### config.mk
export PLATFORM = sky130hd
export DESIGN_NAME = serial_link_phy_tx_mc
export DESIGN_NICKNAME = d
export VERILOG_FILES = /design/src/rtl/serial_link_phy_pkg.sv /design/src/rtl/serial_link_phy_clkgen.sv /design/src/rtl/serial_link_phy_tx_mc.sv
export SDC_FILE = /design/constraint.sdc
export NUM_CORES = 1
export LEC_CHECK = 0
export CAP_MARGIN = 20
export CORE_MARGIN = 3
export CORE_UTILIZATION = 34
export DETAILED_ROUTE_END_ITERATION = 8
export PLACE_DENSITY = 0.51
export SLEW_MARGIN = 30
export SYNTH_ARGS = -nofsm -noshare
export SYNTH_HDL_FRONTEND = slang
export SYNTH_SLANG_ARGS = --single-unit
### constraint.sdc
create_clock -name clk_i -period 9 [get_ports clk_i]
set_input_delay 2.7 -clock clk_i [delete_from_list [all_inputs] [get_ports clk_i]]
set_output_delay 2.7 -clock clk_i [all_outputs]
set_load 0.01 [all_outputs]
### src/rtl/serial_link_phy_pkg.sv
// rtl/serial_link_phy_pkg.sv - shared types, constants and config helpers for the multi-channel PHY TX.
package serial_link_phy_pkg;

  // Widest latched config this PHY family supports (MaxClkDiv up to 128, 16 channels).
  localparam int unsigned CfgMaxW = 8;
  localparam int unsigned ChanMax = 16;

  localparam logic [6:0] Prbs7Taps = 7'b110_0000;  // x^7 + x^6 + 1
  localparam logic [6:0] Prbs7Seed = 7'h7F;

  typedef enum logic {
    IDLE,
    ACTIVE
  } phy_tx_state_e;

  typedef struct packed {
    logic [CfgMaxW-1:0] div;
    logic [CfgMaxW-1:0] shift_start;
    logic [CfgMaxW-1:0] shift_end;
    logic               ddr_mode;
    logic [ChanMax-1:0] chan_en;
  } phy_tx_cfg_t;

  function automatic logic [CfgMaxW-1:0] eff_div(input logic [CfgMaxW-1:0] div);
    return (div < CfgMaxW'(2)) ? CfgMaxW'(2) : div;
  endfunction

  function automatic logic cfg_invalid(input phy_tx_cfg_t cfg);
    return (cfg.div < CfgMaxW'(2)) | cfg.div[0] | (cfg.shift_start >= cfg.div) |
           (cfg.shift_end >= cfg.div) | (cfg.shift_start == cfg.shift_end);
  endfunction

endpackage

### src/rtl/serial_link_phy_clkgen.sv
// rtl/serial_link_phy_clkgen.sv - shared bit counter, SDR phase, end-of-word strobe and forwarded clock.
module serial_link_phy_clkgen
  import serial_link_phy_pkg::*;
(
  input  logic        clk_i,
  input  logic        rst_i,
  input  logic        active_i,
  input  logic        keep_i,
  input  phy_tx_cfg_t cfg_i,
  output logic        eow_o,
  output logic        first_half_o,
  output logic        half_step_o,
  output logic        clk_o
);

  logic [CfgMaxW-1:0] cnt_q;
  logic [CfgMaxW-1:0] div_eff;
  logic [CfgMaxW-1:0] half;
  logic               phase_q;
  logic               clk_q;
  logic               wrap;
  logic               unused_chan_en;

  assign div_eff        = eff_div(cfg_i.div);
  assign half           = div_eff >> 1;
  assign wrap           = (cnt_q == div_eff - CfgMaxW'(1));
  assign eow_o          = active_i & wrap & (cfg_i.ddr_mode | phase_q);
  assign first_half_o   = cfg_i.ddr_mode ? (cnt_q < half) : ~phase_q;
  assign half_step_o    = active_i & (wrap | (cfg_i.ddr_mode & (cnt_q == half - CfgMaxW'(1))));
  assign clk_o          = clk_q;
  assign unused_chan_en = ^cfg_i.chan_en;

  // Shift points >= div never match because cnt_q never reaches them.
  always_ff @(posedge clk_i) begin
    if (rst_i || !active_i) begin
      cnt_q   <= '0;
      phase_q <= 1'b0;
      clk_q   <= 1'b0;
    end else begin
      cnt_q <= wrap ? '0 : cnt_q + CfgMaxW'(1);
      if (eow_o) begin
        phase_q <= 1'b0;
      end else if (wrap) begin
        phase_q <= ~phase_q;
      end
      if (eow_o && !keep_i) begin
        clk_q <= 1'b0;
      end else if ((cnt_q == cfg_i.shift_start) || (cnt_q == cfg_i.shift_end)) begin
        clk_q <= ~clk_q;
      end
    end
  end

endmodule

### src/rtl/serial_link_phy_tx_mc.sv
// rtl/serial_link_phy_tx_mc.sv - multi-channel DDR/SDR PHY transmitter with forwarded clocks.
// Optional PRBS-7 lane pattern generator: define SERIAL_LINK_PHY_TX_PRBS_EN.
module serial_link_phy_tx_mc
  import serial_link_phy_pkg::*;
#(
  parameter  int unsigned NumChannels = 1,
  parameter  int unsigned NumLanes    = 8,
  parameter  int unsigned MaxClkDiv   = 32,
  localparam int unsigned CW          = $clog2(MaxClkDiv) + 1
) (
  input  logic                            clk_i,
  input  logic                            rst_i,
  input  logic [CW-1:0]                   clk_div_i,
  input  logic [CW-1:0]                   clk_shift_start_i,
  input  logic [CW-1:0]                   clk_shift_end_i,
  input  logic                            ddr_mode_i,
  input  logic [NumChannels-1:0]          chan_en_i,
  input  logic [NumChannels*2*NumLanes-1:0] data_i,
  input  logic                            valid_i,
`ifdef SERIAL_LINK_PHY_TX_PRBS_EN
  input  logic                            prbs_en_i,
`endif
  output logic                            ready_o,
  output logic                            busy_o,
  output logic                            cfg_err_o,
  output logic [NumChannels-1:0]          clk_o,
  output logic [NumChannels*NumLanes-1:0] ddr_o
);

  phy_tx_state_e state_q, state_d;
  phy_tx_cfg_t   cfg_q, cfg_d;
  logic          cfg_err_q;
  logic [NumChannels*2*NumLanes-1:0] data_q;
  logic [NumChannels-1:0][NumLanes-1:0] lane_d, hold_q;
  logic          load, ready, keep, prbs_req, prbs_mode;
  logic          eow, first_half, half_step, clk_q;
  logic          unused_cfg;

  assign unused_cfg = ^cfg_q.chan_en;

  always_comb begin
    cfg_d                         = '0;
    cfg_d.div                     = CfgMaxW'(clk_div_i);
    cfg_d.shift_start             = CfgMaxW'(clk_shift_start_i);
    cfg_d.shift_end               = CfgMaxW'(clk_shift_end_i);
    cfg_d.ddr_mode                = ddr_mode_i;
    cfg_d.chan_en[NumChannels-1:0] = chan_en_i;
  end

`ifdef SERIAL_LINK_PHY_TX_PRBS_EN
  logic                      prbs_q;
  logic [NumLanes-1:0][6:0]  lfsr_q;

  assign prbs_req  = prbs_en_i;
  assign prbs_mode = prbs_q;

  // Generators restart from their seeds whenever the link is idle.
  always_ff @(posedge clk_i) begin
    if (rst_i) begin
      prbs_q <= 1'b0;
    end else if (state_q == IDLE) begin
      prbs_q <= prbs_en_i;
    end
    for (int l = 0; l < NumLanes; l++) begin
      if (rst_i || state_q == IDLE) begin
        lfsr_q[l] <= Prbs7Seed ^ 7'(l);
      end else if (half_step) begin
        lfsr_q[l] <= {lfsr_q[l][5:0], ^(lfsr_q[l] & Prbs7Taps)};
      end
    end
  end
`else
  assign prbs_req  = 1'b0;
  assign prbs_mode = 1'b0;
`endif

  assign keep = prbs_mode ? prbs_req : valid_i;

  serial_link_phy_clkgen u_clkgen (
    .clk_i        (clk_i),
    .rst_i        (rst_i),
    .active_i     (state_q == ACTIVE),
    .keep_i       (keep),
    .cfg_i        (cfg_q),
    .eow_o        (eow),
    .first_half_o (first_half),
    .half_step_o  (half_step),
    .clk_o        (clk_q)
  );

  always_comb begin
    state_d = state_q;
    load    = 1'b0;
    ready   = 1'b0;
    unique case (state_q)
      IDLE: begin
        ready = ~prbs_req;
        if (prbs_req) begin
          state_d = ACTIVE;
        end else if (valid_i) begin
          state_d = ACTIVE;
          load    = 1'b1;
        end
      end
      ACTIVE: begin
        if (eow) begin
          ready = ~prbs_mode;
          if (keep) begin
            load = ~prbs_mode;
          end else begin
            state_d = IDLE;
          end
        end
      end
    endcase
  end

  always_ff @(posedge clk_i) begin
    if (rst_i) begin
      state_q   <= IDLE;
      cfg_q     <= '0;
      cfg_err_q <= 1'b0;
      data_q    <= '0;
      hold_q    <= '0;
    end else begin
      state_q <= state_d;
      if (load) begin
        data_q <= data_i;
      end
      if (state_q == ACTIVE) begin
        hold_q <= lane_d;
      end
      if (state_q == IDLE) begin
        cfg_q     <= cfg_d;
        cfg_err_q <= cfg_invalid(cfg_d);
      end
    end
  end

  // Lane mux; hold_q keeps the last driven half visible while idle.
  always_comb begin
    lane_d = '0;
    ddr_o  = '0;
    clk_o  = '0;
    for (int c = 0; c < NumChannels; c++) begin
      lane_d[c] = first_half ? data_q[c*2*NumLanes+NumLanes +: NumLanes]
                             : data_q[c*2*NumLanes +: NumLanes];
`ifdef SERIAL_LINK_PHY_TX_PRBS_EN
      if (prbs_mode) begin
        for (int l = 0; l < NumLanes; l++) begin
          lane_d[c][l] = lfsr_q[l][6];
        end
      end
`endif
      if (cfg_q.chan_en[c]) begin
        ddr_o[c*NumLanes +: NumLanes] = (state_q == ACTIVE) ? lane_d[c] : hold_q[c];
        clk_o[c] = clk_q;
      end
    end
  end

  assign ready_o   = ready & ~rst_i;
  assign busy_o    = (state_q != IDLE);
  assign cfg_err_o = cfg_err_q;

endmodule
Word level (Yosys, flattened, before mapping)
Index checks and enable logic that the tools add are counted.
{ "op_classes": {"muxes": 13, "magnitude_cmp": 5, "div": 0, "eq_ne": 4, "bitwise_logic": 12, "shifts": 0, "n_mul": 0, "n_addsub": 2, "reduce_logical": 8} }
{ "op_table": {"columns": ["op", "n"], "rows": [
  ["$mux W8", 3],
  ["$eq A8 B6 Y1", 2],
  ["$ge A6 B6 Y1", 2],
  ["$lt A6 B2 Y1 const B", 2],
  ["$add A8 B1 Y8 const B", 1],
  ["$eq A8 B8 Y1", 1],
  ["$lt A8 B7 Y1", 1],
  ["$sub A8 B1 Y8 const B", 1],
  ["$eq A6 B6 Y1", 1],
  ["$mux W1", 6],
  ["$mux W6", 1],
  ["$pmux W1 S2", 3],
  ["$reduce_or A2 Y1", 3],
  ["$or A1 B1 Y1", 5],
  ["$not A1 Y1", 4],
  ["$and A1 B1 Y1", 3],
  ["$logic_not A1 Y1", 2],
  ["$logic_or A1 B1 Y1", 2],
  ["$logic_and A1 B1 Y1", 1]
]} }
{ "word_totals": {"latchBits": 0, "output_inout_bits": 12, "mem_bits_rw": 0, "in_bits": 39, "regBits": 56, "mem_count": 0, "wordCells": 56, "rom_bits": 0} }

Logic depth before layout (Yosys ltp)
Gate-level depths: netlist of run 1.
{ "depth": {"word_depth": 9, "mapped_depth": 11, "depth_no_buf": 9} }

Hierarchy
A second synthesis of run 1 with hierarchy kept.
{ "unflattened": {"cells_unflattened": 400, "hier_area_um2": 3370.7} }
{ "by_module_without_submodules": {"columns": ["module", "area_each_um2", "instances", "seq_area_each_um2", "cells_each"], "rows": [
  ["serial_link_phy_tx_mc", 2084.5, 1, 920.9, 243],
  ["serial_link_phy_clkgen", 1286.2, 1, 200.2, 157]
]} }

Least setup slack after synthesis of run 1
Ideal clock, no wire load.
{ "synth_timing": {"kind": "input -> output", "from": "input rst_i", "to": "output ready_o", "path_stages": 2, "arrival_ns": 3.073, "path_slack_ns": 3.227, "path_buffers": 1, "required_ns": 6.300, "cell_sequence": "clkbuf_1 nor2b_1"} }
{ "synth_via": {"elab_chain_len": 2} }
{ "synth_lines": {"columns": ["item", "line", "rtl"], "rows": [
  ["start, declared", "serial_link_phy_tx_mc.sv:12", "input logic rst_i,"],
  ["$not A1 Y1", "serial_link_phy_tx_mc.sv:162", "assign ready_o = ready & ~rst_i;"],
  ["$and A1 B1 Y1", "serial_link_phy_tx_mc.sv:162", null],
  ["end, declared", "serial_link_phy_tx_mc.sv:23", "output logic ready_o,"]
]} }
Every way passes these cells.

Worst setup path after layout of run 1
{ "layout_timing": {"from": "register cfg_q[37] in the netlist's numbering", "to": "output ready_o"} }
{ "layout_via": {"elab_chain_len": 9} }
{ "layout_lines": {"columns": ["item", "line", "rtl"], "rows": [
  ["start, declared", "serial_link_phy_tx_mc.sv:31", "phy_tx_cfg_t cfg_q, cfg_d;"],
  ["start signal, assigned", "serial_link_phy_tx_mc.sv:134", "cfg_q <= cfg_d;"],
  ["$lt A6 B2 Y1", "serial_link_phy_pkg.sv:25", "return (div < CfgMaxW'(2)) ? CfgMaxW'(2) : div;"],
  ["$mux W6 (*)", "serial_link_phy_pkg.sv:25", null],
  ["$sub A8 B1 Y8 (*)", "serial_link_phy_clkgen.sv:26", "assign wrap = (cnt_q == div_eff - CfgMaxW'(1));"],
  ["$eq A8 B8 Y1 (*)", "serial_link_phy_clkgen.sv:26", null],
  ["$and A1 B1 Y1 (*) (2 in series)", "serial_link_phy_clkgen.sv:27", "assign eow_o = active_i & wrap & (cfg_i.ddr_mode | phase_q);"],
  ["$mux W1 (*)", "serial_link_phy_tx_mc.sv:106", "if (eow) begin"],
  ["$pmux W1 S2 (*)", "serial_link_phy_tx_mc.sv:95", "unique case (state_q)"],
  ["$and A1 B1 Y1 (*)", "serial_link_phy_tx_mc.sv:162", null]
]} }
Every way passes the cells marked *; elsewhere a longest branch is shown, timed or not.

==> impl_metrics.csv, run 1 <==
group,metric,value,unit
power_and_ir_drop,seq_power_share,48.3,%
synthesis,synth-seq-cells,56,
synthesis,synth_top_flop_cell,"dfxtp_1",
cells_and_area,post-route-util,42.6,%
cts,cts_sinks,56,
floorplanning,die_h,105,um
sta,timing.setup.tns,0,ns
synthesis,synth_edf_count,0,
sta,tightestPinTransition,0.808,ns
critical_path,worstPathCellList,"or3_1, o31ai_2, ha_1, nor3b_1, a21boi_0, nand4b_1, o41ai_4, buf_4, nor2b_1, clkdlybuf4s50_1",
cells_and_area,multi_input_area,0.00200,mm2
sta,finClkSkew,0.0113,ns
cells_and_area,seqCellArea,0.00112,mm2
cells_and_area,diodes,0,
global_route,grt_start_max_net_pins,49,
critical_path,path_max_fanout,34,
critical_path,crit_family,"simple AND/OR/NAND/NOR gates",
synthesis,synth_top_area_share,33.7,%
synthesis,ys_top_cells_by_count,"dfxtp_1 (56), nor2_1 (40), mux2i_1 (21)",
cts,cts-root-buf,"clkbuf_8",
power_and_ir_drop,p_sw,160,uW
synthesis,syn_avg_cell_area,9.28,um2
global_route,gr-total-overflow,0,
critical_path,crit_required,6.30,ns
routing,via_count,2607,
cts,htreeDepth,2,
routing,firstDrtPassIters,4,
routing,drt-initial-drc-count,88,
power_and_ir_drop,internal_power,414,uW
global_route,grt_pass1_wl,12700,um
critical_path,critPathCaptureType,"primary output",
global_route,antenna_found_initial,0,
power_and_ir_drop,switching_share,27.8,%
power_and_ir_drop,ir_drop,0.0000718,V
cells_and_area,n_fill_cell,998,
floorplanning,die_w,105,um
sta,min_period_over_period,74.3,%
floorplanning,die_area,0.0110,mm2
cts,cts_buffers,5,
placed_design,port_buffers,50,
cells_and_area,syn2layout_area_growth,19.8,%
power_and_ir_drop,powerDensity,144,mW/mm2
run,maxCapViolCount,0,
cts,clk_path_buf_depth,2,
outcome,status,"complete, no violations",
cells_and_area,drive_gt1_share,16.5,%
synthesis,synth_area_leaders,"dfxtp_1 (34%), ha_1 (6.8%), mux2i_1 (6.3%), a21bo_2 (4.8%), nand3_2 (4.8%)",
sta,relSlewSlack,45.8,%
sta,hold_viol_final,0,
synthesis,async_flop_share,0,%
routing,wire_per_inst,14.9,um
floorplanning,num_rows,35,
sta,setup_slack,2.31,ns
synthesis,ys_warn_count,0,
sta,layout_min_cycle_time,6.69,ns
synthesis,yosysTopAreaCell,"dfxtp_1",
cts,cts.repair.resized,0,
synthesis,ys_seq_area_share,33.7,%
cts,cts_tree,"done",
power_and_ir_drop,pwr-share-comb,21.1,%
floorplanning,start_util,35.5,%
placed_design,post-place-ws,2.41,ns
critical_path,slowest_stage,"clkdlybuf4s50_1",
cts,path_clk_slew,0.11,ns
power_and_ir_drop,clkPwrFrac,30.6,%
synthesis,syn_inst,359,
routing,ant_nets,0,
routing,viasPerCell,4.98,
critical_path,start_kind,"register",
sta,setup_viol,0,
synthesis,synth_most_common_cell,"dfxtp_1",
placed_design,detailed_place_hpwl,5710,um
cts,post_cts_buffers,0,
routing,drc,0,
critical_path,cp.buffers_inverters,2,
cts,postCtsHoldBufs,0,
routing,wirelength,7820,um
sta,fmax,0.150,GHz
floorplanning,pin_count,51,
global_route,grt_pass1_vias,2547,
sta,rsz0062_at_grt,"no",
synthesis,synth_area,0.00333,mm2
critical_path,path_class,"reg -> out",
synthesis,synth_cell_type_count,49,
placed_design,gp_congestion,0.759,
cts,clock_latency,0.31,ns
sta,finalMaxSlewViolations,0,
global_route,grt_util_all_layers,14.2,%
synthesis,syn_nets,416,
power_and_ir_drop,power.leakage,1.51,nW
cells_and_area,final_nets,451,
critical_path,critPathMaxStageDelay,0.55,ns
worst_hold_path,hp-class,"reg -> reg",
critical_path,cp.arrival,3.99,ns
floorplanning,core-area,0.00937,mm2
sta,fin_hold_ws,0.484,ns
==> metal layers <==
metal / routed length [um] / global-route usage [%]
met2: 3470 / 22.5
met4: 76 / 3.37
met1: 4020 / 20.2
met5: 0 / 0
met3: 247 / 2.16
==> sequential cells by signal, indices dropped and copies added (netlist names) <==
name              cells
u_clkgen.phase_q      1
cfg_err_o             1
u_clkgen.cnt_q        8
cfg_q                20
u_clkgen.clk_o        1
hold_q                8
busy_o                1
data_q               16
==> placed cells by master, fill, tap and decap left out, drive strengths merged, types with 3 or more instances in the layout <==
cell,netlist,final
nor3,3,3
clkdlybuf4s50,0,49
clkbuf,18,6
mux2i,21,21
inv,14,14
a21oi,21,21
nor2b,3,3
a31oi,9,9
a211oi,3,3
xnor2,14,14
nor2,40,40
nand2b,4,4
dfxtp,56,56
a21bo,16,16
o21ai,22,22
nor4,7,7
and3,3,3
a311oi,8,8
buf,8,5
nand3,29,29
ha,18,18
xor2,17,17
a21o,3,3
==> power by group through the flow <==
stage / Clock (mW) / Sequential (mW) / Combinational (mW)
after global placement: 0 / 0.283 / 0.121
after floorplan: 0 / 0.276 / 0.0861
after CTS: 0.183 / 0.278 / 0.122
after detailed placement: 0 / 0.283 / 0.122
final: 0.176 / 0.277 / 0.121
after global routing: 0.190 / 0.280 / 0.134
==> path summary, 6_finish.rpt <==
path	slack, ns	start	end	depth (start not counted)
setup / recovery	2.31	cfg_q[37]	ready_o	10
hold / removal	0.48	hold_q[0]	hold_q[0]	2
setup reg to reg	5.67	cfg_q[37]	data_q[9]	10
hold reg to reg	0.48	hold_q[0]	hold_q[0]	2
==> cell type report <==
class / count / share of cell area [%]
timing repair buffer: 54 / 13.2
inverter: 15 / 1.41
sequential: 56 / 28.1
clock inverter: 2 / 0.972
tap: 129 / 4.05
multi-input combinational: 262 / 50.2
clock buffer: 6 / 2.07
==> per-stage QoR <==
step	std cells	instance area, um2	power [mW]
after floorplan	359	3330	0.362
after global placement	516	3870	0.404
after detailed placement	516	3870	0.405
after CTS	524	3990	0.583
after global routing	524	3990	0.604
final	524	3990	0.574
==> cell families after synthesis <==
group / Yosys count / synth area share (%)
buf+inv: 41 / 6.20
fa+ha+maj: 18 / 6.76
xor+xnor: 32 / 8.87
compound gates: 89 / 20.7
mux: 21 / 6.31
simple gates: 102 / 17.5
flops: 56 / 33.7
==> worst reg2reg max path: stages, from the launching register on <==
cell and delay (ns):
dfxtp_1 0.40, or3_1 0.42, o31ai_2 0.28, ha_1 0.25, nor3b_1 0.39, a21boi_0 0.15
nand4b_1 0.26, o41ai_4 0.35, buf_4 0.44, a21bo_2 0.22, a21oi_2 0.05
No activity file was read; power rests on OpenSTA's default activity.
==> run 2: changes to the inputs <==
Clock period 9 ns to 7 ns, I/O delays scaled along.
==> run 2 against run 1 <==
Register-to-register slack worse by 2.1 ns. Clock-buffer cell count is 1 lower. Sequential power is 28% higher. First-iteration DRC count is 49% higher. Clock skew is 0.0021 ns higher. Hold slack better by 0.0062 ns. Non-clock buffer count stayed put. Highest routed layer unchanged. Wire length is 0.90% lower.
==> impl_metrics.csv, run 2 (same netlist as run 1, synthesis figures left out) <==
group,metric,value,unit
cells_and_area,largest_reg_flops,20,
sta,finClkSkew,0.0135,ns
cts,cts-root-buf,"clkbuf_8",
global_route,grt_util_all_layers,14.3,%
power_and_ir_drop,powerDensity,177,mW/mm2
cells_and_area,syn2layout_area_growth,19.0,%
routing,firstDrtPassIters,4,
sta,rsz0062_at_grt,"no",
floorplanning,die_area,0.0110,mm2
cells_and_area,final_common_cell,"dfxtp_1",
power_and_ir_drop,power.leakage,1.50,nW
global_route,grt_start_max_net_pins,48,
sta,min_period_over_period,80.6,%
cells_and_area,drive_gt1_share,16.5,%
sta,hold_viol_final,0,
global_route,grt_pass1_vias,2515,
cts,cts_sinks,56,
outcome,status,"complete, no violations",
cells_and_area,reg.largest.list,"cfg_q (20), data_q (16)",
critical_path,reg2reg_slack,3.62,ns
sta,layout_min_cycle_time,5.64,ns
cells_and_area,final_nets,451,
cts,cts_tree,"done",
routing,via_count,2619,
floorplanning,pin_count,51,
routing,drt-initial-drc-count,131,
sta,timing.setup.tns,0,ns
floorplanning,die_h,105,um
routing,wire_per_inst,14.8,um
worst_hold_path,hp-class,"reg -> reg",
critical_path,start_kind,"register",
critical_path,crit_required,4.90,ns
cts,cts.repair.resized,0,
floorplanning,die_w,105,um
global_route,gr-total-overflow,0,
cts,path_clk_slew,0.11,ns
sta,tightestPinTransition,0.750,ns
cells_and_area,largest_register,"cfg_q",
critical_path,cp.arrival,3.54,ns
critical_path,critPathCaptureType,"primary output",
placed_design,detailed_place_hpwl,5600,um
critical_path,path_class,"reg -> out",
cts,htreeDepth,2,
power_and_ir_drop,ir_drop,0.0000882,V
cells_and_area,diodes,0,
routing,drc,0,
power_and_ir_drop,total_power,702,uW
placed_design,gp_congestion,0.833,
floorplanning,core-area,0.00937,mm2
placed_design,port_buffers,50,
routing,ant_nets,0,
sta,setup_viol,0,
global_route,grt_pass1_wl,12900,um
cts,cts_buffers,5,
routing,viasPerCell,5.00,
sta,relSlewSlack,49.8,%
routing,wirelength,7750,um
run,maxCapViolCount,0,
cells_and_area,final_cell_mix,"dfxtp_1 (55), clkdlybuf4s50_1 (49), nor2_1 (40), mux2i_1 (21), o21ai_0 (20)",
floorplanning,num_rows,35,
cts,post_cts_buffers,0,
sta,fmax,0.177,GHz
critical_path,path_max_fanout,7,
cts,postCtsHoldBufs,0,
cts,clk_path_buf_depth,2,
floorplanning,start_util,35.5,%
sta,finalMaxSlewViolations,0,
cts,clock_latency,0.32,ns
global_route,antenna_found_initial,0,
[run 2: layout make-up]
type | instances | area (um2)
Fill cell | 963 | 5410
Multi-Input combinational cell | 262 | 2000
Sequential cell | 56 | 1120
Timing Repair Buffer | 54 | 526
Tap cell | 129 | 161
Clock buffer | 5 | 68.8
Inverter | 15 | 56.3
Clock inverter | 3 | 25.0
[run 2: path summary, 6_finish.rpt]
kind,from,end,cells past startpoint
hold / removal,hold_q[7],hold_q[7],2
hold reg to reg,hold_q[7],hold_q[7],2
setup reg to reg,cfg_q[36],data_q[10],10
setup / recovery,cfg_q[36],ready_o,9
[run 2: critical path, stage by stage (launching register included)]
cell             delay [ns]
dfxtp_1                0.38
or3_1                  0.44
o31ai_2                0.27
ha_1                   0.24
nor3b_1                0.36
a21boi_0               0.14
nand4b_1               0.26
o41ai_4                0.43
nor2b_1                0.18
clkdlybuf4s50_1        0.54
[run 2: metal layers]
| metal | GRT usage (%) | wire, um | vias to the layer above |
|---|---|---|---|
| met5 | 0 | 0 | - |
| met4 | 3.84 | 97 | 0 |
| li1 | - | - | 1347 |
| met2 | 20.8 | 3260 | 44 |
| met1 | 21.6 | 4160 | 1221 |
| met3 | 2.66 | 230 | 7 |
[run 2: report_power, final]
group	switching [mW]	internal [mW]	total (mW)
sequential	0.0177	0.338	0.355
combinational	0.0778	0.0781	0.156
clock	0.118	0.0734	0.191
total	0.213	0.489	0.702
[run 2: through the flow]
| step | setup slack, ns | utilization, % | instances | area (um2) | hold slack (ns) |
|---|---|---|---|---|---|
| final | 1.36 | 42.3 | 524 | 3960 | 0.491 |
| after global routing | 1.10 | 42.3 | 524 | 3960 | 0.505 |
| after CTS | 1.33 | 42.3 | 524 | 3960 | 0.492 |
| after detailed placement | 1.69 | 41.3 | 516 | 3870 | 0.475 |
| after global placement | 1.73 | 41.3 | 516 | 3870 | 0.468 |
| after floorplan | 2.04 | - | 359 | 3330 | 0.458 |
==> run 3: changes to the inputs <==
Clock period 7 ns to 5.3 ns, I/O delays scaled along.
==> run 3 against run 2 <==
Utilization is 0.37 points higher. Clock power is 55% higher. Power is 39% higher. Register-to-register slack worse by 1.7 ns. Combinational power is 29% higher. Sequential power is 34% higher. Critical path depth stayed put. Non-clock buffer count stayed put. Die area stayed put. Hold slack worse by 0.0026 ns. Design area is 0.88% higher. Critical path type unchanged. Largest cell class unchanged.
==> impl_metrics.csv, run 3 (same netlist as run 1, synthesis figures left out) <==
group,metric,value,unit
cts,post_cts_buffers,0,
routing,drt-initial-drc-count,119,
placed_design,port_buffers,50,
cells_and_area,drive_gt1_share,16.7,%
cells_and_area,syn2layout_area_growth,20.0,%
power_and_ir_drop,p_sw,271,uW
cts,path_clk_slew,0.11,ns
critical_path,critPathMaxStageDelay,0.54,ns
cells_and_area,final_cell_mix,"dfxtp_1 (55), clkdlybuf4s50_1 (49), nor2_1 (40), mux2i_1 (21), o21ai_0 (20)",
power_and_ir_drop,internal_power,704,uW
cells_and_area,diodes,0,
cts,cts_sinks,56,
cells_and_area,final_nets,451,
sta,fin_hold_ws,0.488,ns
global_route,antenna_found_initial,0,
floorplanning,start_util,35.5,%
critical_path,slowest_stage,"clkdlybuf4s50_1",
cts,cts_tree,"done",
floorplanning,pin_count,51,
critical_path,path_class,"reg -> out",
placed_design,detailed_place_hpwl,5700,um
routing,wirelength,8080,um
routing,ant_nets,0,
placed_design,gp_congestion,0.795,
cts,clock_latency,0.31,ns
routing,drc,0,
global_route,grt_util_all_layers,14.9,%
critical_path,start_kind,"register",
cts,cts_buffers,5,
critical_path,critPathCaptureType,"primary output",
critical_path,path_max_fanout,7,
critical_path,cp.arrival,3.50,ns
routing,firstDrtPassIters,4,
power_and_ir_drop,pwr-share-comb,20.8,%
routing,via_count,2669,
floorplanning,die_w,105,um
cts,cts-root-buf,"clkbuf_8",
global_route,grt_pass1_wl,13400,um
critical_path,crit_required,3.71,ns
sta,setup_viol,0,
cells_and_area,largest_reg_flops,20,
routing,wire_per_inst,15.4,um
cells_and_area,largest_register,"cfg_q",
global_route,gr-total-overflow,0,
worst_hold_path,hp-class,"reg -> reg",
placed_design,post-place-ws,0.510,ns
sta,tightestPinTransition,0.784,ns
sta,finClkSkew,0.0140,ns
sta,layout_min_cycle_time,5.09,ns
sta,relSlewSlack,47.6,%
power_and_ir_drop,switching_share,27.8,%
cells_and_area,final_common_cell,"dfxtp_1",
power_and_ir_drop,power.leakage,1.52,nW
routing,viasPerCell,5.09,
power_and_ir_drop,seq_power_share,48.7,%
global_route,grt_pass1_vias,2601,
power_and_ir_drop,powerDensity,244,mW/mm2
floorplanning,core-area,0.00937,mm2
power_and_ir_drop,ir_drop,0.000141,V
sta,hold_viol_final,0,
power_and_ir_drop,clkPwrFrac,30.5,%
floorplanning,die_area,0.0110,mm2
floorplanning,num_rows,35,
run,maxCapViolCount,0,
global_route,grt_start_max_net_pins,48,
cts,clk_path_buf_depth,2,
sta,setup_slack,0.213,ns
critical_path,rr_worst_depth,10,
sta,min_period_over_period,96.0,%
sta,finalMaxSlewViolations,0,
critical_path,worstPathCellList,"or3_1, o31ai_2, ha_1, xor3_1, nor3_1, nand4b_1, o41ai_4, nor2b_1, clkdlybuf4s50_1",
worst_hold_path,min_path_cells,2,
sta,timing.setup.tns,0,ns
floorplanning,die_h,105,um
outcome,status,"complete, no violations",
sta,fmax,0.197,GHz
cells_and_area,reg.largest.list,"cfg_q (20), data_q (16)",
cts,htreeDepth,2,
==> run 3: cell types whose count changed in the layout (fill, tap and decap cells not counted), sizes merged <==
| cell | before | now |
|---|---|---|
| clkbuf | 5 | 6 |
| clkinvlp | 1 | 0 |
| inv | 16 | 14 |
| clkinv | 1 | 2 |
| bufinv | 0 | 1 |
==> run 3: final timing paths <==
kind,start,slack [ns],endpoint
worst max register to register,cfg_q[37],1.95,data_q[8]
worst min-delay path,hold_q[1],0.49,hold_q[1]
worst max-delay path,cfg_q[37],0.21,ready_o
worst min register to register,hold_q[1],0.49,hold_q[1]
==> run 3: critical path: cells and delay by family (launching register included) <==
family | cells | cell delay, ns
xor+xnor | 1 | 0.31
buf+inv | 1 | 0.54
simple gates | 4 | 1.01
compound gates | 2 | 0.69
fa+ha+maj | 1 | 0.25
flops | 1 | 0.40
==> run 3: what timing repair did <==
item,4_1_cts,5_1_grt
endpoints found under the setup margin,0,1
gates resized for setup,0,1
hold buffers,0,0
==> run 3: area by class of cell <==
class / instances / area, um2
fillers: 955 / 5370
multi-input cells: 262 / 2010
flip-flops and latches: 56 / 1120
repair buffers: 54 / 526
well taps: 129 / 161
clock buffers: 6 / 82.6
inverters: 15 / 56.3
clock inverters: 2 / 38.8
==> run 3: power by group through the flow <==
stage	registers [mW]	logic, mW	clock network, mW
after detailed placement	0.485	0.203	0
after global placement	0.484	0.200	0
final	0.475	0.202	0.297
after CTS	0.475	0.204	0.304
after floorplan	0.469	0.146	0
after global routing	0.480	0.226	0.321
==> run 3: per-stage QoR <==
stage	std cells	area, um2	power, mW	util [%]
6_report	524	4000	0.975	42.7
3_5_place_dp	516	3870	0.688	41.3
2_1_floorplan	359	3330	0.615	-
3_3_place_gp	516	3870	0.684	41.3
5_1_grt	524	4000	1.03	42.7
4_1_cts	524	3990	0.983	42.6
==> run 3: per-layer routing <==
| layer | part of all wire [%] | global-route usage [%] | vias to the layer above |
|---|---|---|---|
| met2 | 43 | 21.6 | 57 |
| li1 | - | - | 1350 |
| met3 | 4.2 | 2.66 | 6 |
| met5 | 0 | 0 | - |
| met4 | 1.1 | 3.47 | 0 |
| met1 | 51 | 22.7 | 1256 |
